--- src/rtl/i2c_arb_pkg.sv ---
// Shared types and sizing helpers for the I2C transaction arbiter.
package i2c_arb_pkg;

  // Arbiter FSM states.
  typedef enum logic [2:0] {
    IDLE  = 3'd0,
    ISSUE = 3'd1,
    WAIT  = 3'd2,
    RESP  = 3'd3,
    GAP   = 3'd4
  } arb_state_t;

  // Width of a client index; never less than one bit.
  function automatic int id_w(input int num_req);
    return (num_req < 2) ? 1 : $clog2(num_req);
  endfunction

  // Width of a counter that runs 0 .. limit-1.
  function automatic int cnt_w(input int limit);
    return (limit < 2) ? 1 : $clog2(limit);
  endfunction

endpackage

--- src/rtl/i2c_txn_arbiter_rr_picker.sv ---
// Combinational round-robin picker: first set request at or above ptr,
// wrapping modulo NUM_REQ. ptr is expected to stay below NUM_REQ.
module rr_picker
  import i2c_arb_pkg::*;
#(
  parameter int NUM_REQ = 3,
  parameter int ID_W    = id_w(NUM_REQ)
) (
  input  logic [NUM_REQ-1:0] req_in,
  input  logic [ID_W-1:0]    ptr_in,
  output logic [ID_W-1:0]    idx_out,
  output logic               found_out
);

  int pos;

  // Scan offsets from the far end down so the nearest pending request wins.
  always_comb begin
    idx_out   = '0;
    found_out = 1'b0;
    pos       = 0;
    for (int k = NUM_REQ - 1; k >= 0; k--) begin
      pos = int'(ptr_in) + k;
      if (pos >= NUM_REQ) begin
        pos = pos - NUM_REQ;
      end
      if (req_in[pos]) begin
        idx_out   = ID_W'(pos);
        found_out = 1'b1;
      end
    end
  end

endmodule

--- src/rtl/i2c_txn_arbiter.sv ---
// Shares one I2C master between NUM_REQ clients: round-robin grant, one
// trigger per transaction, wait for the master's valid edge or a timeout,
// return the byte, then hold off for GAP_CYCLES so the bus can recover.
module i2c_txn_arbiter
  import i2c_arb_pkg::*;
#(
  parameter int NUM_REQ        = 3,
  parameter int DATA_WIDTH     = 8,
  parameter int TIMEOUT_CYCLES = 65536,
  parameter int GAP_CYCLES     = 1024,
  localparam int ID_W          = id_w(NUM_REQ)
) (
  input  logic                          clk_in,
  input  logic                          rst_in,
  input  logic [NUM_REQ-1:0]            req_in,
  input  logic [NUM_REQ*DATA_WIDTH-1:0] req_addr_in,
  input  logic [NUM_REQ*DATA_WIDTH-1:0] req_data_in,
  output logic [NUM_REQ-1:0]            req_ack_out,
  output logic                          rsp_valid_out,
  output logic [ID_W-1:0]               rsp_id_out,
  output logic [DATA_WIDTH-1:0]         rsp_data_out,
  output logic                          rsp_err_out,
  output logic                          busy_out,
  output logic [DATA_WIDTH-1:0]         m_address_out,
  output logic [DATA_WIDTH-1:0]         m_data_out,
  output logic                          m_trigger_out,
  input  logic [DATA_WIDTH-1:0]         m_data_in,
  input  logic                          m_valid_in
);

  localparam int TO_W  = cnt_w(TIMEOUT_CYCLES);
  localparam int GAP_W = cnt_w(GAP_CYCLES);
  localparam logic [TO_W-1:0]  TO_LAST  = TO_W'(TIMEOUT_CYCLES - 1);
  localparam logic [GAP_W-1:0] GAP_LAST = GAP_W'(GAP_CYCLES - 1);
  localparam logic [ID_W-1:0]  ID_LAST  = ID_W'(NUM_REQ - 1);

  arb_state_t             state_q, state_d;
  logic [ID_W-1:0]        rr_ptr_q, rr_ptr_d;
  logic [ID_W-1:0]        cur_id_q, cur_id_d;
  logic [NUM_REQ-1:0]     ack_q, ack_d;
  logic                   trig_q, trig_d;
  logic                   rsp_valid_q, rsp_valid_d;
  logic [ID_W-1:0]        rsp_id_q, rsp_id_d;
  logic [DATA_WIDTH-1:0]  rsp_data_q, rsp_data_d;
  logic                   rsp_err_q, rsp_err_d;
  logic [DATA_WIDTH-1:0]  m_addr_q, m_addr_d;
  logic [DATA_WIDTH-1:0]  m_data_q, m_data_d;
  logic [TO_W-1:0]        to_cnt_q, to_cnt_d;
  logic [GAP_W-1:0]       gap_cnt_q, gap_cnt_d;
  logic                   valid_q;
  logic                   completion;
  logic [ID_W-1:0]        pick_idx;
  logic                   pick_found;

  rr_picker #(
    .NUM_REQ (NUM_REQ),
    .ID_W    (ID_W)
  ) u_picker (
    .req_in    (req_in),
    .ptr_in    (rr_ptr_q),
    .idx_out   (pick_idx),
    .found_out (pick_found)
  );

  // Only a fresh rising edge of the master's valid level ends a transaction.
  assign completion = m_valid_in & ~valid_q;

  // Next-state and registered-output logic; all outputs are flops.
  always_comb begin
    state_d     = state_q;
    rr_ptr_d    = rr_ptr_q;
    cur_id_d    = cur_id_q;
    ack_d       = '0;
    trig_d      = 1'b0;
    rsp_valid_d = 1'b0;
    rsp_id_d    = rsp_id_q;
    rsp_data_d  = rsp_data_q;
    rsp_err_d   = rsp_err_q;
    m_addr_d    = m_addr_q;
    m_data_d    = m_data_q;
    to_cnt_d    = to_cnt_q;
    gap_cnt_d   = gap_cnt_q;
    unique case (state_q)
      IDLE: begin
        if (pick_found) begin
          cur_id_d = pick_idx;
          m_addr_d = req_addr_in[int'(pick_idx)*DATA_WIDTH +: DATA_WIDTH];
          m_data_d = req_data_in[int'(pick_idx)*DATA_WIDTH +: DATA_WIDTH];
          ack_d    = NUM_REQ'(1) << pick_idx;
          state_d  = ISSUE;
        end
      end
      ISSUE: begin
        trig_d   = 1'b1;
        rr_ptr_d = (cur_id_q == ID_LAST) ? '0 : cur_id_q + 1'b1;
        to_cnt_d = '0;
        state_d  = WAIT;
      end
      WAIT: begin
        to_cnt_d = to_cnt_q + 1'b1;
        if (completion) begin
          rsp_valid_d = 1'b1;
          rsp_id_d    = cur_id_q;
          rsp_data_d  = m_data_in;
          rsp_err_d   = 1'b0;
          state_d     = RESP;
        end else if (to_cnt_q == TO_LAST) begin
          rsp_valid_d = 1'b1;
          rsp_id_d    = cur_id_q;
          rsp_data_d  = '0;
          rsp_err_d   = 1'b1;
          state_d     = RESP;
        end
      end
      RESP: begin
        gap_cnt_d = '0;
        state_d   = GAP;
      end
      GAP: begin
        if (gap_cnt_q == GAP_LAST) begin
          state_d = IDLE;
        end else begin
          gap_cnt_d = gap_cnt_q + 1'b1;
        end
      end
      default: state_d = IDLE;
    endcase
  end

  // State and output registers with synchronous reset.
  always_ff @(posedge clk_in) begin
    if (rst_in) begin
      state_q     <= IDLE;
      rr_ptr_q    <= '0;
      cur_id_q    <= '0;
      ack_q       <= '0;
      trig_q      <= 1'b0;
      rsp_valid_q <= 1'b0;
      rsp_id_q    <= '0;
      rsp_data_q  <= '0;
      rsp_err_q   <= 1'b0;
      m_addr_q    <= '0;
      m_data_q    <= '0;
      to_cnt_q    <= '0;
      gap_cnt_q   <= '0;
      valid_q     <= 1'b0;
    end else begin
      state_q     <= state_d;
      rr_ptr_q    <= rr_ptr_d;
      cur_id_q    <= cur_id_d;
      ack_q       <= ack_d;
      trig_q      <= trig_d;
      rsp_valid_q <= rsp_valid_d;
      rsp_id_q    <= rsp_id_d;
      rsp_data_q  <= rsp_data_d;
      rsp_err_q   <= rsp_err_d;
      m_addr_q    <= m_addr_d;
      m_data_q    <= m_data_d;
      to_cnt_q    <= to_cnt_d;
      gap_cnt_q   <= gap_cnt_d;
      valid_q     <= m_valid_in;
    end
  end

  assign req_ack_out   = ack_q;
  assign rsp_valid_out = rsp_valid_q;
  assign rsp_id_out    = rsp_id_q;
  assign rsp_data_out  = rsp_data_q;
  assign rsp_err_out   = rsp_err_q;
  assign busy_out      = (state_q != IDLE);
  assign m_address_out = m_addr_q;
  assign m_data_out    = m_data_q;
  assign m_trigger_out = trig_q;

endmodule

--- config.mk ---
export PLATFORM = sky130hd
export DESIGN_NAME = i2c_txn_arbiter
export DESIGN_NICKNAME = d
export VERILOG_FILES = /design/src/rtl/i2c_arb_pkg.sv /design/src/rtl/i2c_txn_arbiter_rr_picker.sv /design/src/rtl/i2c_txn_arbiter.sv
export SDC_FILE = /design/constraint.sdc
export NUM_CORES = 1
export LEC_CHECK = 0
export BUFFER_PORTS_ARGS = -buffer_cell sky130_fd_sc_hd__clkbuf_2
export CAP_MARGIN = 20
export CORE_MARGIN = 2
export CORE_UTILIZATION = 40
export CTS_CLUSTER_DIAMETER = 120
export DETAILED_ROUTE_END_ITERATION = 12
export HOLD_SLACK_MARGIN = 0.06
export PLACE_DENSITY = 0.69
export SLEW_MARGIN = 20
export SYNTH_ARGS = -nofsm -noshare
export SYNTH_HDL_FRONTEND = slang
export SYNTH_SLANG_ARGS = --single-unit
--- constraint.sdc ---
create_clock -name clk_in -period 2.9 [get_ports clk_in]
set_input_delay 0.58 -clock clk_in [delete_from_list [all_inputs] [get_ports clk_in]]
set_output_delay 0.58 -clock clk_in [all_outputs]
set_load 0.005 [all_outputs]
Word-level counts from Yosys, hierarchy flattened

Cells that the tools add are included.

Flip-flop bits (word level): 66
Input bits: 62
Output and inout port bits: 33
Logic and storage cells: 94

Add/subtract/negate cells: 8
Order comparisons: 6
Equality and inequality tests: 11
Shifts and indexed selects: 3
Mux-type cells: 36
Bitwise operators: 5
Reductions and logical operators: 11

Operator list:

| kind                                                  | number |
|---|---|
| < comparator 32 x 4 -> 1 bit (second input constant)  | 3 |
| two-way mux 32 bit                                    | 3 |
| >= comparator 32 x 3 -> 1 bit (second input constant) | 2 |
| subtractor 32 x 3 -> 32 bit (second input constant)   | 2 |
| variable part select 24 x 6 -> 8 bit                  | 2 |
| case mux 16 bit (2 select lines)                      | 1 |
| case mux 10 bit (2 select lines)                      | 1 |
| adder 16 x 1 -> 16 bit (second input constant)        | 1 |
| equality test 16 bit (second input constant)          | 1 |
| two-way mux 8 bit                                     | 2 |
| case mux 3 bit (5 select lines)                       | 1 |
| two-way mux 1 bit                                     | 14 |
| two-way mux 2 bit                                     | 6 |
| two-way mux 3 bit                                     | 4 |
| adder 10 x 1 -> 10 bit (second input constant)        | 1 |
| equality test 10 bit (second input constant)          | 1 |
| two-way mux 10 bit                                    | 1 |
| binary-select mux 1 bit (select 2 bit)                | 3 |
| equality test 3 x 2 -> 1 bit (second input constant)  | 2 |
| != test 2 bit (second input constant)                 | 3 |
| AND reduction 2 bit                                   | 3 |
| nonzero test 2 bit                                    | 3 |
| inverter 1 bit                                        | 4 |
| adder 2 x 1 -> 3 bit (second input constant)          | 1 |
| other kinds (15)                                      | 15 |

Logic depth before layout (Yosys ltp)

Depth in word-level cells: 11
Gate-level depth with buffers: 10

By module

A second synthesis with hierarchy kept.

Cell total of the unflattened synthesis: 412
Area total of the unflattened synthesis: 3333.2 sq um

Modules (own cells, without submodules):

| module          | times used | cells each | area an instance (sq um) | seq. area each (sq um) |
|---|---|---|---|---|
| i2c_txn_arbiter | 1          | 381        | 3119.2                   | 1321.3 |
| rr_picker       | 1          | 31         | 214.0                    | 0.0 |

Worst setup path before layout

No wires, ideal clock.

Path type: reg2reg
From: register rr_ptr_q[0]
To: register m_data_q[7] (netlist: m_data_out[7])
Data arrival time: 1965 ps
Data required time: 2775 ps
Slack: 810 ps
Stages on the path, launching flop included: 10
Clock period less this slack: 2090 ps
Cell sequence: dfxtp_1 > inv_1 > ha_1 > a21oi_1 > o2111ai_2 > and2_1 > buf_4 > buf_6 > a221oi_1 > o31ai_1

Longest elaborated chain between the ends: 10
Elaborated cells on any way between the ends: 28
Classes of those cells: add/sub: 5; order compare: 3; shift: 1; mux: 18; reduce/logical: 1

Ends and longest elaborated chain:

| item                                                                                | line                                                             | source |
|---|---|---|
| from (decl)                                                                         | i2c_txn_arbiter.sv:38                                            | `logic [ID_W-1:0] rr_ptr_q, rr_ptr_d;` |
| from (signal assigned)                                                              | i2c_txn_arbiter.sv:149                                           | `rr_ptr_q <= rr_ptr_d;` |
| adder 2 x 2 -> 3 bit                                                                | i2c_txn_arbiter_rr_picker.sv:23                                  | `pos = int'(ptr_in) + k;` |
| subtractor 32 x 3 -> 32 bit / >= comparator 32 x 3 -> 1 bit (equally long branches) | i2c_txn_arbiter_rr_picker.sv:25, i2c_txn_arbiter_rr_picker.sv:24 |  |
| two-way mux 32 bit                                                                  | i2c_txn_arbiter_rr_picker.sv:24                                  | `if (pos >= NUM_REQ) begin` |
| binary-select mux 1 bit (select 2 bit)                                              | i2c_txn_arbiter_rr_picker.sv:27                                  | `if (req_in[pos]) begin` |
| two-way mux 1 bit (implied by the code) (2 in series)                               | i2c_txn_arbiter_rr_picker.sv:27                                  |  |
| two-way mux 2 bit / two-way mux 1 bit (equally long branches) (3 in series)         | i2c_txn_arbiter_rr_picker.sv:27                                  |  |
| variable part select 24 x 6 -> 8 bit / AND reduction 2 bit (equally long branches)  | n/a                                                              |  |
| to (signal assigned)                                                                | i2c_txn_arbiter.sv:158                                           | `m_data_q <= m_data_d;` |
| to (decl)                                                                           | i2c_txn_arbiter.sv:47                                            | `logic [DATA_WIDTH-1:0] m_data_q, m_data_d;` |

Parallel ways exist; a longest one is shown, timed or not. The select of a mux whose other input is x is not followed.
A chain may end at the register's enable or synchronous reset.

Worst setup path after layout

From: register rr_ptr_q[0]
To: register m_data_q[4] (netlist: m_data_out[4])

Same word-level chain as after synthesis.

==> reports/qor.yml <==
clock_latency_ns: 0.35
leakage_uw: 0.00186
start_util: 0.413
nNetsFinal: 615
drt-total-wl_mm: 9.96
tightestPinTransition_ns: 0.831
worstPathCellList: "inv_1, ha_1, nand3b_2, buf_4, nand3_2, a221oi_1, o31ai_1"
stdcell_count: 681
area_delta_synth_final_pct: 19.7
cts-root-buf: "clkbuf_8"
syn_area_per_cell_um2: 8.29
cts.sinks: 66
finalSetupViolCount: 0
synthTopCellsByCount: "71 x nand2_1, 66 x dfxtp_1, 41 x nor2_1"
cp_data_required_time_ns: 3.13
crit_fanout: 35
grt_pass1_wl_mm: 16.3
die_area_um2: 10400
clk_path_buf_depth: 2
r2r_end: "m_data_out[4]$_SDFFE_PP0P_"
antenna_found_initial: 0
ys_warn_count: 0
period_needed_ns: 2.46
drt-vias-per-instance: 5.59
post-synth-top-area-cell: "dfxtp_1"
drive_gt1_frac: 0.270
ff2ff_setup_slack_ns: 0.44
yosysUniqueCellTypes: 59
postSynthCellCount: 463
yosys.cell_count.top_type: "nand2_1"
period_share: 0.849
critPathArrivalTime_ns: 2.69
die_w_um: 102
multi_input_area_um2: 2300
critPathCaptureType: "register"
io_pins: 95
postRouteAntennaNets: 0
core_um2: 9280
synth.yosys.seq_area_share: 0.344
crit_start: "rr_ptr_q[0]$_SDFFE_PP0N_"
place_inst: 665
finClkSkew_ns: 0.0109
synth.net_count: 531
drt_pass1_iterations: 4
fmax_mhz: 406
path_clk_slew_ns: 0.08
r2r-start: "rr_ptr_q[0]$_SDFFE_PP0N_"
peakVddDrop_uv: 212
finalSetupTns_ns: 0
max_cap_viol_count: 0
async_flop_share: 0
cts_buffers: 9
overflow: 0
drv_slew: 0
drt_iter0_markers: 204
synth_area_leaders: "dfxtp_1 34%, nand2_1 6.9%, mux2i_1 5.2%"
rows: 35
rsz0062_at_grt: "false"
netlist_area_um2: 3840
relSlewSlack: 0.446
drc: 0
worst_hold_slack_ns: 0.442
yosys_most_used_dff: "dfxtp_1"
min_from: "m_data_in[2]"
postCtsHoldBufs: 0
min_to: "rsp_data_out[2]$_SDFFE_PP0P_"
vias: 3807
hold_viol_final: 0
grt_start_max_net_pins: 36
fin_area_um2: 4590
worst_path_largest_cell_delay_ns: 0.44
gp_congestion: 0.841
synth_edf_count: 0
cts_tree: "yes"
die_h_um: 102
cellPowerDensity_nw_per_um2: 693
diodes: 0
grt_pass1_vias: 3554
fill_cells: 913
portBuffers: 94
cts_resized: 0
grtUsageTotal: 0.195
holdPathStages: 2
outcome: "finished clean"
post_cts_buffers: 0
start_kind: "register"
worst_r2r_path_depth: 7
cts_max_level: 3
synth_seq_cells: 66
critical_path.slowest_cell: "nand3_2"
worstSetupPathType: "reg2reg"
yosys.area.top_type_share: 0.344
dpl-instance-area_um2: 4380
power_uw: 3180
wl_per_cell_um: 14.6
dpl.hpwl_mm: 7.06
hp-class: "in2reg"
regArea_um2: 1320
-- worst max-delay path by stage --
stage                                                to  slack (ns)  cells after the start
after floorplan              m_data_out[7]$_SDFFE_PP0P_        0.81                      9
after global placement       m_data_out[7]$_SDFFE_PP0P_        0.57                      6
after detailed placement     m_data_out[4]$_SDFFE_PP0P_        0.45                      6
after CTS                    m_data_out[4]$_SDFFE_PP0P_        0.47                      7
after global routing      m_address_out[7]$_SDFFE_PP0P_        0.26                      8
final                        m_data_out[4]$_SDFFE_PP0P_        0.44                      7
-- registers in the layout, summed over array words and instances, names as in the netlist --
register       cells
cur_id_q           2
gap_cnt_q         10
rsp_id_out         2
rsp_valid_out      1
m_trigger_out      1
req_ack_out        3
to_cnt_q          16
state_q            3
rsp_err_out        1
m_data_out         8
valid_q            1
m_address_out      8
rr_ptr_q           2
rsp_data_out       8
-- cell type report --
cell class,instances,share of cell area
Tap cell,129,0.0351
Timing Repair Buffer,106,0.122
Multi-Input combinational cell,354,0.501
Inverter,10,0.00817
Clock buffer,11,0.0330
Sequential cell,66,0.288
Clock inverter,5,0.0134
-- power by group --
part	leakage [uW]	switching (uW)	total (uW)	internal [uW]
clock	0.0000982	374	821	447
combinational	0.00123	695	1200	504
sequential	0.000537	113	1160	1050
-- per-stage QoR --
stage	setup WS, ns	utilization
floorplan	0.810	-
global placement	0.567	0.472
detailed placement	0.453	0.472
CTS	0.470	0.495
global route	0.256	0.495
finish	0.437	0.495
-- cells by family (layout without fill, tap and decap cells) --
group / Yosys count / in the layout / share of synthesized area
buf+inv: 43 / 132 / 0.0571
xor+xnor: 7 / 7 / 0.0160
mux: 22 / 22 / 0.0581
flops: 66 / 66 / 0.344
fa+ha+maj: 6 / 6 / 0.0196
simple gates: 194 / 194 / 0.252
compound gates: 125 / 125 / 0.252
-- layer usage --
layer / routed length (um) / global-route usage
met5: 0 / 0
met4: 340 / 0.0923
met3: 611 / 0.0383
met2: 4660 / 0.316
met1: 4350 / 0.248
-- cells in the final DEF, fill, tap and decap left out, types with 8 or more instances in the layout --
| cell | netlist | routed |
|---|---|---|
| clkbuf_2 | 0 | 94 |
| nand2_1 | 71 | 71 |
| dfxtp_1 | 66 | 66 |
| nor2_1 | 41 | 40 |
| a21oi_1 | 27 | 27 |
| and3_1 | 20 | 20 |
| mux2i_1 | 20 | 20 |
| a211oi_1 | 19 | 19 |
| o31ai_1 | 16 | 16 |
| buf_4 | 4 | 12 |
| nor3_1 | 11 | 11 |
| clkbuf_8 | 0 | 11 |
| inv_1 | 10 | 10 |
| o21ai_0 | 10 | 10 |
| a221oi_1 | 10 | 10 |
| nand3_1 | 9 | 9 |
| a22o_1 | 8 | 8 |
| a221oi_2 | 8 | 8 |
-- critical path, delay by kind of cell (launching register included) --
kind / cells / cell delay, ns
compound gates: 2 / 0.56
fa+ha+maj: 1 / 0.37
buf+inv: 2 / 0.40
flops: 1 / 0.39
simple gates: 2 / 0.63
Note: power is estimated with default switching activity, not from simulation.
